==> src/rtl/definitions_pkg.sv <==
`default_nettype none
// ============================================================================
// Module      : definitions_pkg
// Description : Shared ALU operation encoding, mul/div state encoding and the
//               alu_op/funct3/op/funct7 decode helper.
// Revision    : 1.0 - initial release
// ============================================================================
package definitions_pkg;

    typedef enum logic [4:0] {
        ALU_ADD,
        ALU_SUB,
        ALU_SLL,
        ALU_SLT,
        ALU_SLTU,
        ALU_XOR,
        ALU_SRL,
        ALU_SRA,
        ALU_OR,
        ALU_AND,
        ALU_PASSB,
        ALU_MUL,
        ALU_MULH,
        ALU_MULHSU,
        ALU_MULHU,
        ALU_DIV,
        ALU_DIVU,
        ALU_REM,
        ALU_REMU,
        ALU_ILLEGAL
    } alu_t;

    typedef logic [0:0] md_state_t;
    localparam md_state_t c_IDLE = 1'b0;
    localparam md_state_t c_BUSY = 1'b1;

    localparam logic [6:0] c_F7_BASE   = 7'b0000000;
    localparam logic [6:0] c_F7_ALT    = 7'b0100000;
    localparam logic [6:0] c_F7_MULDIV = 7'b0000001;

    function automatic logic is_muldiv(input alu_t op);
        return op inside {ALU_MUL, ALU_MULH, ALU_MULHSU, ALU_MULHU,
                          ALU_DIV, ALU_DIVU, ALU_REM, ALU_REMU};
    endfunction

    function automatic alu_t decode_alu(
        input logic [1:0] alu_op,
        input logic [2:0] funct3,
        input logic       op_r,
        input logic [6:0] funct7,
        input logic       en_m
    );
        alu_t res;
        res = ALU_ILLEGAL;
        case (alu_op)
            2'b00:   res = ALU_ADD;
            2'b01:   res = ALU_SUB;
            2'b11:   res = ALU_PASSB;
            default: begin
                if (op_r) begin
                    if (funct7 == c_F7_BASE) begin
                        case (funct3)
                            3'b000:  res = ALU_ADD;
                            3'b001:  res = ALU_SLL;
                            3'b010:  res = ALU_SLT;
                            3'b011:  res = ALU_SLTU;
                            3'b100:  res = ALU_XOR;
                            3'b101:  res = ALU_SRL;
                            3'b110:  res = ALU_OR;
                            default: res = ALU_AND;
                        endcase
                    end else if (funct7 == c_F7_ALT) begin
                        if (funct3 == 3'b000)      res = ALU_SUB;
                        else if (funct3 == 3'b101) res = ALU_SRA;
                    end else if ((funct7 == c_F7_MULDIV) && en_m) begin
                        case (funct3)
                            3'b000:  res = ALU_MUL;
                            3'b001:  res = ALU_MULH;
                            3'b010:  res = ALU_MULHSU;
                            3'b011:  res = ALU_MULHU;
                            3'b100:  res = ALU_DIV;
                            3'b101:  res = ALU_DIVU;
                            3'b110:  res = ALU_REM;
                            default: res = ALU_REMU;
                        endcase
                    end
                end else begin
                    // I-type: funct7 is immediate bits, only the shifts look at it
                    case (funct3)
                        3'b000:  res = ALU_ADD;
                        3'b001:  if (funct7 == c_F7_BASE) res = ALU_SLL;
                        3'b010:  res = ALU_SLT;
                        3'b011:  res = ALU_SLTU;
                        3'b100:  res = ALU_XOR;
                        3'b101: begin
                            if (funct7 == c_F7_BASE)     res = ALU_SRL;
                            else if (funct7 == c_F7_ALT) res = ALU_SRA;
                        end
                        3'b110:  res = ALU_OR;
                        default: res = ALU_AND;
                    endcase
                end
            end
        endcase
        return res;
    endfunction

endpackage
`default_nettype wire

==> src/rtl/muldiv_seq.sv <==
`default_nettype none
// ============================================================================
// Module      : muldiv_seq
// Description : Iterative radix-2 multiply / restoring divide, fixed latency.
// Revision    : 1.0 - initial release
// ============================================================================
module muldiv_seq
    import definitions_pkg::*;
#(
    parameter int XLEN = 32
) (
    input  logic            clk,
    input  logic            rst_n,
    input  logic            i_flush,
    input  logic            i_start,
    input  alu_t            i_op,
    input  logic [XLEN-1:0] i_a,
    input  logic [XLEN-1:0] i_b,
    output logic            o_done,
    output logic [XLEN-1:0] o_result
);

    localparam int              c_CW   = $clog2(XLEN) + 1;
    localparam logic [c_CW-1:0] c_LAST = c_CW'(XLEN);

    logic              r_busy;
    logic [c_CW-1:0]   r_cnt;
    alu_t              r_op;
    logic              r_neg;
    logic              r_dz;
    logic [XLEN-1:0]   r_dvd;
    logic [XLEN-1:0]   r_opnd;
    logic [2*XLEN-1:0] r_acc;

    logic              w_sa;
    logic              w_sb;
    logic              w_neg;
    logic [XLEN-1:0]   w_mag_a;
    logic [XLEN-1:0]   w_mag_b;
    logic              w_is_div;
    logic [XLEN:0]     w_sum;
    logic [XLEN:0]     w_rem_sh;
    logic [XLEN:0]     w_diff;
    logic [2*XLEN-1:0] w_mul_next;
    logic [2*XLEN-1:0] w_div_next;
    logic [2*XLEN-1:0] w_prod;
    logic [XLEN-1:0]   w_quo;
    logic [XLEN-1:0]   w_rem;

    assign w_sa    = (i_op inside {ALU_MULH, ALU_MULHSU, ALU_DIV, ALU_REM}) & i_a[XLEN-1];
    assign w_sb    = (i_op inside {ALU_MULH, ALU_DIV, ALU_REM}) & i_b[XLEN-1];
    assign w_mag_a = w_sa ? -i_a : i_a;
    assign w_mag_b = w_sb ? -i_b : i_b;
    // Remainder follows the dividend; everything else follows the sign product
    assign w_neg   = (i_op == ALU_REM) ? w_sa : (w_sa ^ w_sb);

    assign w_is_div = r_op inside {ALU_DIV, ALU_DIVU, ALU_REM, ALU_REMU};

    assign w_sum      = {1'b0, r_acc[2*XLEN-1:XLEN]} + {1'b0, r_opnd};
    assign w_mul_next = r_acc[0] ? {w_sum, r_acc[XLEN-1:1]} : {1'b0, r_acc[2*XLEN-1:1]};

    assign w_rem_sh   = r_acc[2*XLEN-1:XLEN-1];
    assign w_diff     = w_rem_sh - {1'b0, r_opnd};
    assign w_div_next = w_diff[XLEN] ? {w_rem_sh[XLEN-1:0], r_acc[XLEN-2:0], 1'b0}
                                     : {w_diff[XLEN-1:0],   r_acc[XLEN-2:0], 1'b1};

    assign w_prod = r_neg ? -r_acc : r_acc;
    assign w_quo  = r_neg ? -r_acc[XLEN-1:0] : r_acc[XLEN-1:0];
    assign w_rem  = r_neg ? -r_acc[2*XLEN-1:XLEN] : r_acc[2*XLEN-1:XLEN];

    assign o_done = r_busy && (r_cnt == c_LAST);

    always_comb begin
        o_result = '0;
        case (r_op)
            ALU_MUL:                        o_result = w_prod[XLEN-1:0];
            ALU_MULH, ALU_MULHSU, ALU_MULHU: o_result = w_prod[2*XLEN-1:XLEN];
            ALU_DIV, ALU_DIVU:              o_result = r_dz ? '1 : w_quo;
            ALU_REM, ALU_REMU:              o_result = r_dz ? r_dvd : w_rem;
            default:                        o_result = '0;
        endcase
    end

    always_ff @(posedge clk) begin
        if (!rst_n || i_flush) begin
            r_busy <= 1'b0;
            r_cnt  <= '0;
        end else if (i_start) begin
            r_busy <= 1'b1;
            r_cnt  <= '0;
        end else if (r_busy) begin
            if (o_done) r_busy <= 1'b0;
            else        r_cnt  <= r_cnt + c_CW'(1);
        end
    end

    always_ff @(posedge clk) begin
        if (i_start) begin
            r_op   <= i_op;
            r_neg  <= w_neg;
            r_dz   <= (i_b == '0);
            r_dvd  <= i_a;
            r_opnd <= w_mag_b;
            r_acc  <= {{XLEN{1'b0}}, w_mag_a};
        end else if (r_busy && !o_done) begin
            r_acc <= w_is_div ? w_div_next : w_mul_next;
        end
    end

endmodule
`default_nettype wire

==> src/rtl/alu_unit.sv <==
`default_nettype none
// ============================================================================
// Module      : alu_unit
// Description : RV32I(+M) ALU with decode, registered result and valid/ready.
// Revision    : 1.0 - initial release
// ============================================================================
module alu_unit
    import definitions_pkg::*;
#(
    parameter int XLEN = 32,
    parameter bit EN_M = 1'b1
) (
    input  logic            clk_i,
    input  logic            rst_ni,
    input  logic            flush_i,
    input  logic            valid_i,
    output logic            ready_o,
    input  logic [1:0]      alu_op_i,
    input  logic [2:0]      funct3_i,
    input  logic            op_i,
    input  logic [6:0]      funct7_i,
    input  logic [XLEN-1:0] a_i,
    input  logic [XLEN-1:0] b_i,
    output logic            valid_o,
    output logic [XLEN-1:0] result_o,
    output logic            zero_o,
    output logic            illegal_o
);

    localparam int c_SHW = $clog2(XLEN);

    md_state_t       r_state;
    logic            r_valid;
    logic [XLEN-1:0] r_result;
    logic            r_zero;
    logic            r_illegal;

    alu_t             w_op;
    logic             w_is_md;
    logic             w_start;
    logic [c_SHW-1:0] w_shamt;
    logic [XLEN-1:0]  w_base_res;
    logic             w_md_done;
    logic [XLEN-1:0]  w_md_result;

    assign w_op    = decode_alu(alu_op_i, funct3_i, op_i, funct7_i, EN_M);
    assign w_is_md = is_muldiv(w_op);
    assign w_start = valid_i && ready_o && !flush_i && w_is_md;
    assign w_shamt = b_i[c_SHW-1:0];

    always_comb begin
        w_base_res = '0;
        case (w_op)
            ALU_ADD:   w_base_res = a_i + b_i;
            ALU_SUB:   w_base_res = a_i - b_i;
            ALU_SLL:   w_base_res = a_i << w_shamt;
            ALU_SLT:   w_base_res = {{(XLEN-1){1'b0}}, ($signed(a_i) < $signed(b_i))};
            ALU_SLTU:  w_base_res = {{(XLEN-1){1'b0}}, (a_i < b_i)};
            ALU_XOR:   w_base_res = a_i ^ b_i;
            ALU_SRL:   w_base_res = a_i >> w_shamt;
            ALU_SRA:   w_base_res = $signed(a_i) >>> w_shamt;
            ALU_OR:    w_base_res = a_i | b_i;
            ALU_AND:   w_base_res = a_i & b_i;
            ALU_PASSB: w_base_res = b_i;
            default:   w_base_res = '0;
        endcase
    end

    generate
        if (EN_M) begin : g_muldiv
            muldiv_seq #(
                .XLEN(XLEN)
            ) u_muldiv (
                .clk      (clk_i),
                .rst_n    (rst_ni),
                .i_flush  (flush_i),
                .i_start  (w_start),
                .i_op     (w_op),
                .i_a      (a_i),
                .i_b      (b_i),
                .o_done   (w_md_done),
                .o_result (w_md_result)
            );
        end else begin : g_no_muldiv
            assign w_md_done   = 1'b0;
            assign w_md_result = '0;
        end
    endgenerate

    always_ff @(posedge clk_i) begin
        if (!rst_ni) begin
            r_state   <= c_IDLE;
            r_valid   <= 1'b0;
            r_result  <= '0;
            r_zero    <= 1'b1;
            r_illegal <= 1'b0;
        end else if (flush_i) begin
            // Result is deliberately kept; only the in-flight op is dropped
            r_state <= c_IDLE;
            r_valid <= 1'b0;
        end else begin
            r_valid <= 1'b0;
            case (r_state)
                c_IDLE: begin
                    if (valid_i) begin
                        if (w_is_md) begin
                            r_state <= c_BUSY;
                        end else begin
                            r_result  <= w_base_res;
                            r_zero    <= (w_base_res == '0);
                            r_illegal <= (w_op == ALU_ILLEGAL);
                            r_valid   <= 1'b1;
                        end
                    end
                end
                c_BUSY: begin
                    if (w_md_done) begin
                        r_result  <= w_md_result;
                        r_zero    <= (w_md_result == '0);
                        r_illegal <= 1'b0;
                        r_valid   <= 1'b1;
                        r_state   <= c_IDLE;
                    end
                end
                default: r_state <= c_IDLE;
            endcase
        end
    end

    assign ready_o   = (r_state == c_IDLE);
    assign valid_o   = r_valid;
    assign result_o  = r_result;
    assign zero_o    = r_zero;
    assign illegal_o = r_illegal;

endmodule
`default_nettype wire

==> config.mk <==
export PLATFORM = sky130hd
export DESIGN_NAME = alu_unit
export DESIGN_NICKNAME = d
export VERILOG_FILES = /design/src/rtl/definitions_pkg.sv /design/src/rtl/muldiv_seq.sv /design/src/rtl/alu_unit.sv
export SDC_FILE = /design/constraint.sdc
export NUM_CORES = 1
export LEC_CHECK = 0
export CORE_MARGIN = 3
export CORE_UTILIZATION = 29
export CTS_CLUSTER_DIAMETER = 30
export DETAILED_ROUTE_END_ITERATION = 8
export GPL_ROUTABILITY_DRIVEN = 0
export HOLD_SLACK_MARGIN = 0.05
export PLACE_DENSITY_LB_ADDON = 0.05
export SYNTH_ARGS = -nofsm -noshare
export SYNTH_HDL_FRONTEND = slang
export SYNTH_SLANG_ARGS = --single-unit
export TNS_END_PERCENT = 5
==> constraint.sdc <==
create_clock -name clk_i -period 16.21 [get_ports clk_i]
set_input_delay 3.242 -clock clk_i [delete_from_list [all_inputs] [get_ports clk_i]]
set_output_delay 3.242 -clock clk_i [all_outputs]
set_load 0.005 [all_outputs]
==> impl_metrics.py <==
metrics = {
    "timing": {
        "hold_viol_final": 0,
        "period_minus_slack_ns": 8.761,
        "rsz0062_at_grt": "false",
        "slew_viol_final": 0,
        "fmax_ghz": 0.1141,
        "whs_ns": 0.4676,
        "finalCritPeriodShare_pct": 54.05,
        "fin_skew_ns": 0.02367,
        "finalSetupTns_ns": 0,
        "worstMarginPinSlew_ns": 1.107,
        "setup_viol": 0,
        "maxSlewHeadroom_pct": 25.98,
    },
    "place": {
        "dp_hpwl_mm": 105.4,
        "io_buffers": 116,
        "placed_area_mm2": 0.02747,
    },
    "min_path": {
        "hold_start": "result_o[27]$_SDFFE_PN0P_",
        "hold_path_end": "result_o[27]$_SDFFE_PN0P_",
        "min_path_type": "reg -> reg",
        "hold_depth": 2,
    },
    "cts": {
        "clkLatencyLatePin_ns": 0.52,
        "holdBufCountCts": 0,
        "cts_resized": 0,
        "clk_pin_slew_ns": 0.08,
        "post_cts_buffers": 0,
        "cts_tree": "built",
        "cts_max_level": 4,
        "clkSinkCount": 178,
        "cts_buffers": 17,
        "root_buffer": "clkbuf_16",
        "cts_buffer_depth": 2,
    },
    "grt": {
        "grt_usage_pct": 29.42,
        "grt_max_degree": 81,
        "grt-ovfl-total": 0,
        "grt_pass1_vias": 26580,
        "grt_first_pass_wirelength_mm": 195.3,
        "grt_antenna_before_repair": 4,
    },
    "synth": {
        "synth_cells": 3422,
        "synth_edf_count": 103,
        "synth-seq-cells": 178,
        "synth_warnings": 0,
        "ys_types": 91,
        "synth_nets": 3674,
        "avgSynthCellArea_um2": 7.396,
        "yosys_most_used_dff": "edfxtp_1",
        "synth_area_mm2": 0.02531,
        "synthArstFlopShare_pct": 0,
        "yosysSeqAreaShare_pct": 18.15,
    },
    "critical_path": {
        "cp_data_required_time_ns": 16.64,
        "timing.rr.start": "g_muldiv.u_muldiv.r_acc[4]$_DFFE_PP_",
        "worst-r2r-cell-count": 13,
        "cp_top_family": "simple AND/OR/NAND/NOR gates",
        "start_kind": "primary input",
        "path_buf_inv": 4,
        "crit_type": "in -> reg",
        "crit_chain": "clkdlybuf4s50_1 > nor3b_1 > a211o_1 > o31a_1 > o21ai_4 > buf_4 > inv_2 > buf_4 > nand4_1 > o22ai_1 > a211oi_1 > nand3_1 > nor4_1 > nand4_1 > nor4b_2 > nand4_1 > a32oi_1",
        "crit_path_frequent_cell": "nand4_1",
        "reg2reg_slack_ns": 11.34,
        "slowest_stage": "a211oi_1",
        "arrival_ns": 9.19,
        "reg2reg_to": "zero_o$_SDFFE_PN1P_",
        "critPathMaxStageDelay_ns": 0.69,
        "path_max_fanout": 63,
        "worstSetupEndpointType": "flop",
    },
    "job": {
        "cap_violations": 0,
    },
    "routing": {
        "vias_per_cell": 6.198,
        "drc": 0,
        "first_pass_iters": 7,
        "postRouteAntennaNets": 0,
        "drt_first_iter_violations": 3661,
        "wire_per_inst_um": 30.36,
        "num_vias": 28050,
        "wl_mm": 137.4,
    },
    "cells_and_area": {
        "final_cell_mix": "nand2_1, nor2_1, a21oi_1, o21ai_0, ha_1",
        "layout_commonest_cell": "nand2_1",
        "drive_gt1_share_pct": 7.483,
        "fill_cells": 9279,
        "nets": 3620,
        "area_delta_synth_final_pct": 10.89,
        "final_area_mm2": 0.02806,
        "post-route-util_pct": 32.70,
    },
    "floorplanning": {
        "core_area_mm2": 0.08582,
        "ios": 117,
        "die_w_um": 301.4,
        "rows": 107,
        "dieHeight_um": 301.4,
        "initial_utilization_pct": 29.49,
        "design.die.area_mm2": 0.09085,
    },
    "power_and_ir_drop": {
        "vdd_drop_max_mv": 0.07152,
        "p_per_area_mw_per_mm2": 74.02,
        "power.leakage_nw": 10.63,
    },
    "outcome": {
        "status": "finished clean",
    },
}
==> how the worst max path moves through the flow <==
stage / cells past startpoint / start / to
final: 17 / funct3_i[1] / zero_o$_SDFFE_PN1P_
after global routing: 16 / funct3_i[0] / g_muldiv.u_muldiv.r_acc[5]$_DFFE_PP_
after CTS: 16 / funct3_i[0] / g_muldiv.u_muldiv.r_acc[4]$_DFFE_PP_
after detailed placement: 15 / funct3_i[0] / g_muldiv.u_muldiv.r_acc[1]$_DFFE_PP_
after global placement: 16 / funct3_i[0] / g_muldiv.u_muldiv.r_acc[11]$_DFFE_PP_
after floorplan: 12 / funct7_i[0] / g_muldiv.u_muldiv.r_acc[31]$_DFFE_PP_
==> area by class of cell <==
type / count / area, um^2 / share of cell area, %
clock inverters: 15 / 158.9 / 0.5662
flip-flops and latches: 178 / 4594 / 16.37
inverters: 175 / 658.1 / 2.345
repair buffers: 194 / 1719 / 6.126
well taps: 1144 / 1431 / 5.100
diodes: 1 / 2.502 / 0.008917
multi-input cells: 2802 / 19070 / 67.97
clock buffers: 17 / 425.4 / 1.516
==> logic make-up (layout without fill, tap and decap cells) <==
kind of cell	Yosys count	in the layout	synth area share, %
multiplexers	157	157	8.504
other	0	1	0
flip-flops	178	178	18.15
AND/OR/NAND/NOR	1160	1160	21.68
adder cells (fa/ha/maj)	171	171	8.573
AO/OA/AOI/OAI	1097	1097	28.88
XOR/XNOR	217	217	7.510
buffers and inverters	442	401	6.694
==> state kept, by name, summed over array words and instances, names as in the netlist, 5 cells and up <==
register / count
g_muldiv.u_muldiv.r_op: 5
g_muldiv.u_muldiv.r_acc: 64
g_muldiv.u_muldiv.r_cnt: 6
g_muldiv.u_muldiv.r_opnd: 32
result_o: 32
g_muldiv.u_muldiv.r_dvd: 32
==> stage by stage <==
| step | setup slack (ns) | std cells | power (W) |
|---|---|---|---|
| after global routing | 7.320 | 4525 | 0.002185 |
| after detailed placement | 7.077 | 4492 | 0.001610 |
| final | 7.449 | 4526 | 0.002077 |
| after global placement | 7.116 | 4492 | 0.001614 |
| after CTS | 7.620 | 4524 | 0.002061 |
| after floorplan | 8.137 | 3422 | 0.001241 |
==> power by group <==
| group | internal, W | switching (W) |
|---|---|---|
| logic | 0.000383 | 0.000683 |
| registers | 0.000505 | 0.0000638 |
| clock network | 0.000207 | 0.000235 |
| total | 0.00110 | 0.000982 |
==> worst min-delay path, cell delays in order, from the launching register on <==
cell and delay, ns:
dfxtp_1 0.32, nand2_1 0.05, a21boi_0 0.06
==> metal layers <==
layer | GRT usage [%] | wire (um) | up-vias
li1 | - | - | 12570
met1 | 37.40 | 55550 | 13560
met2 | 47.35 | 62010 | 1577
met3 | 5.925 | 11680 | 348
met4 | 14.55 | 8187 | 0
met5 | 0 | 0 | -
==> synth_stat cells, types with 18 or more instances <==
library cell | instances | area (um^2)
dfxtp_1 | 75 | 1501
buf_2 | 25 | 125.1
o211ai_1 | 52 | 390.4
mux2i_1 | 80 | 800.8
o221ai_1 | 18 | 157.7
nand2b_1 | 44 | 275.3
a31oi_1 | 80 | 500.5
a32o_1 | 22 | 220.2
o22ai_1 | 30 | 187.7
nor2_1 | 317 | 1190
o41ai_1 | 21 | 183.9
o21a_1 | 29 | 217.7
or3_1 | 31 | 193.9
nand2_1 | 367 | 1378
nor4_1 | 37 | 231.5
mux2_2 | 34 | 382.9
nand4_1 | 40 | 250.2
a211oi_1 | 74 | 555.5
o31ai_1 | 46 | 345.3
nor3_1 | 87 | 435.4
a221oi_1 | 20 | 175.2
a21oi_1 | 243 | 1216
buf_1 | 31 | 116.4
edfxtp_1 | 103 | 3093
clkbuf_1 | 210 | 788.3
xor2_1 | 58 | 508.0
or4_1 | 21 | 157.7
and3_1 | 21 | 131.4
xnor2_1 | 159 | 1393
ha_1 | 167 | 2090
a21o_1 | 47 | 352.8
and2_1 | 29 | 181.4
mux4_2 | 43 | 968.4
inv_1 | 168 | 630.6
or2_2 | 26 | 162.7
nand3_1 | 57 | 285.3
o21ai_0 | 224 | 1121
nor2b_1 | 47 | 294.0
(Power assumes the default switching activity.)
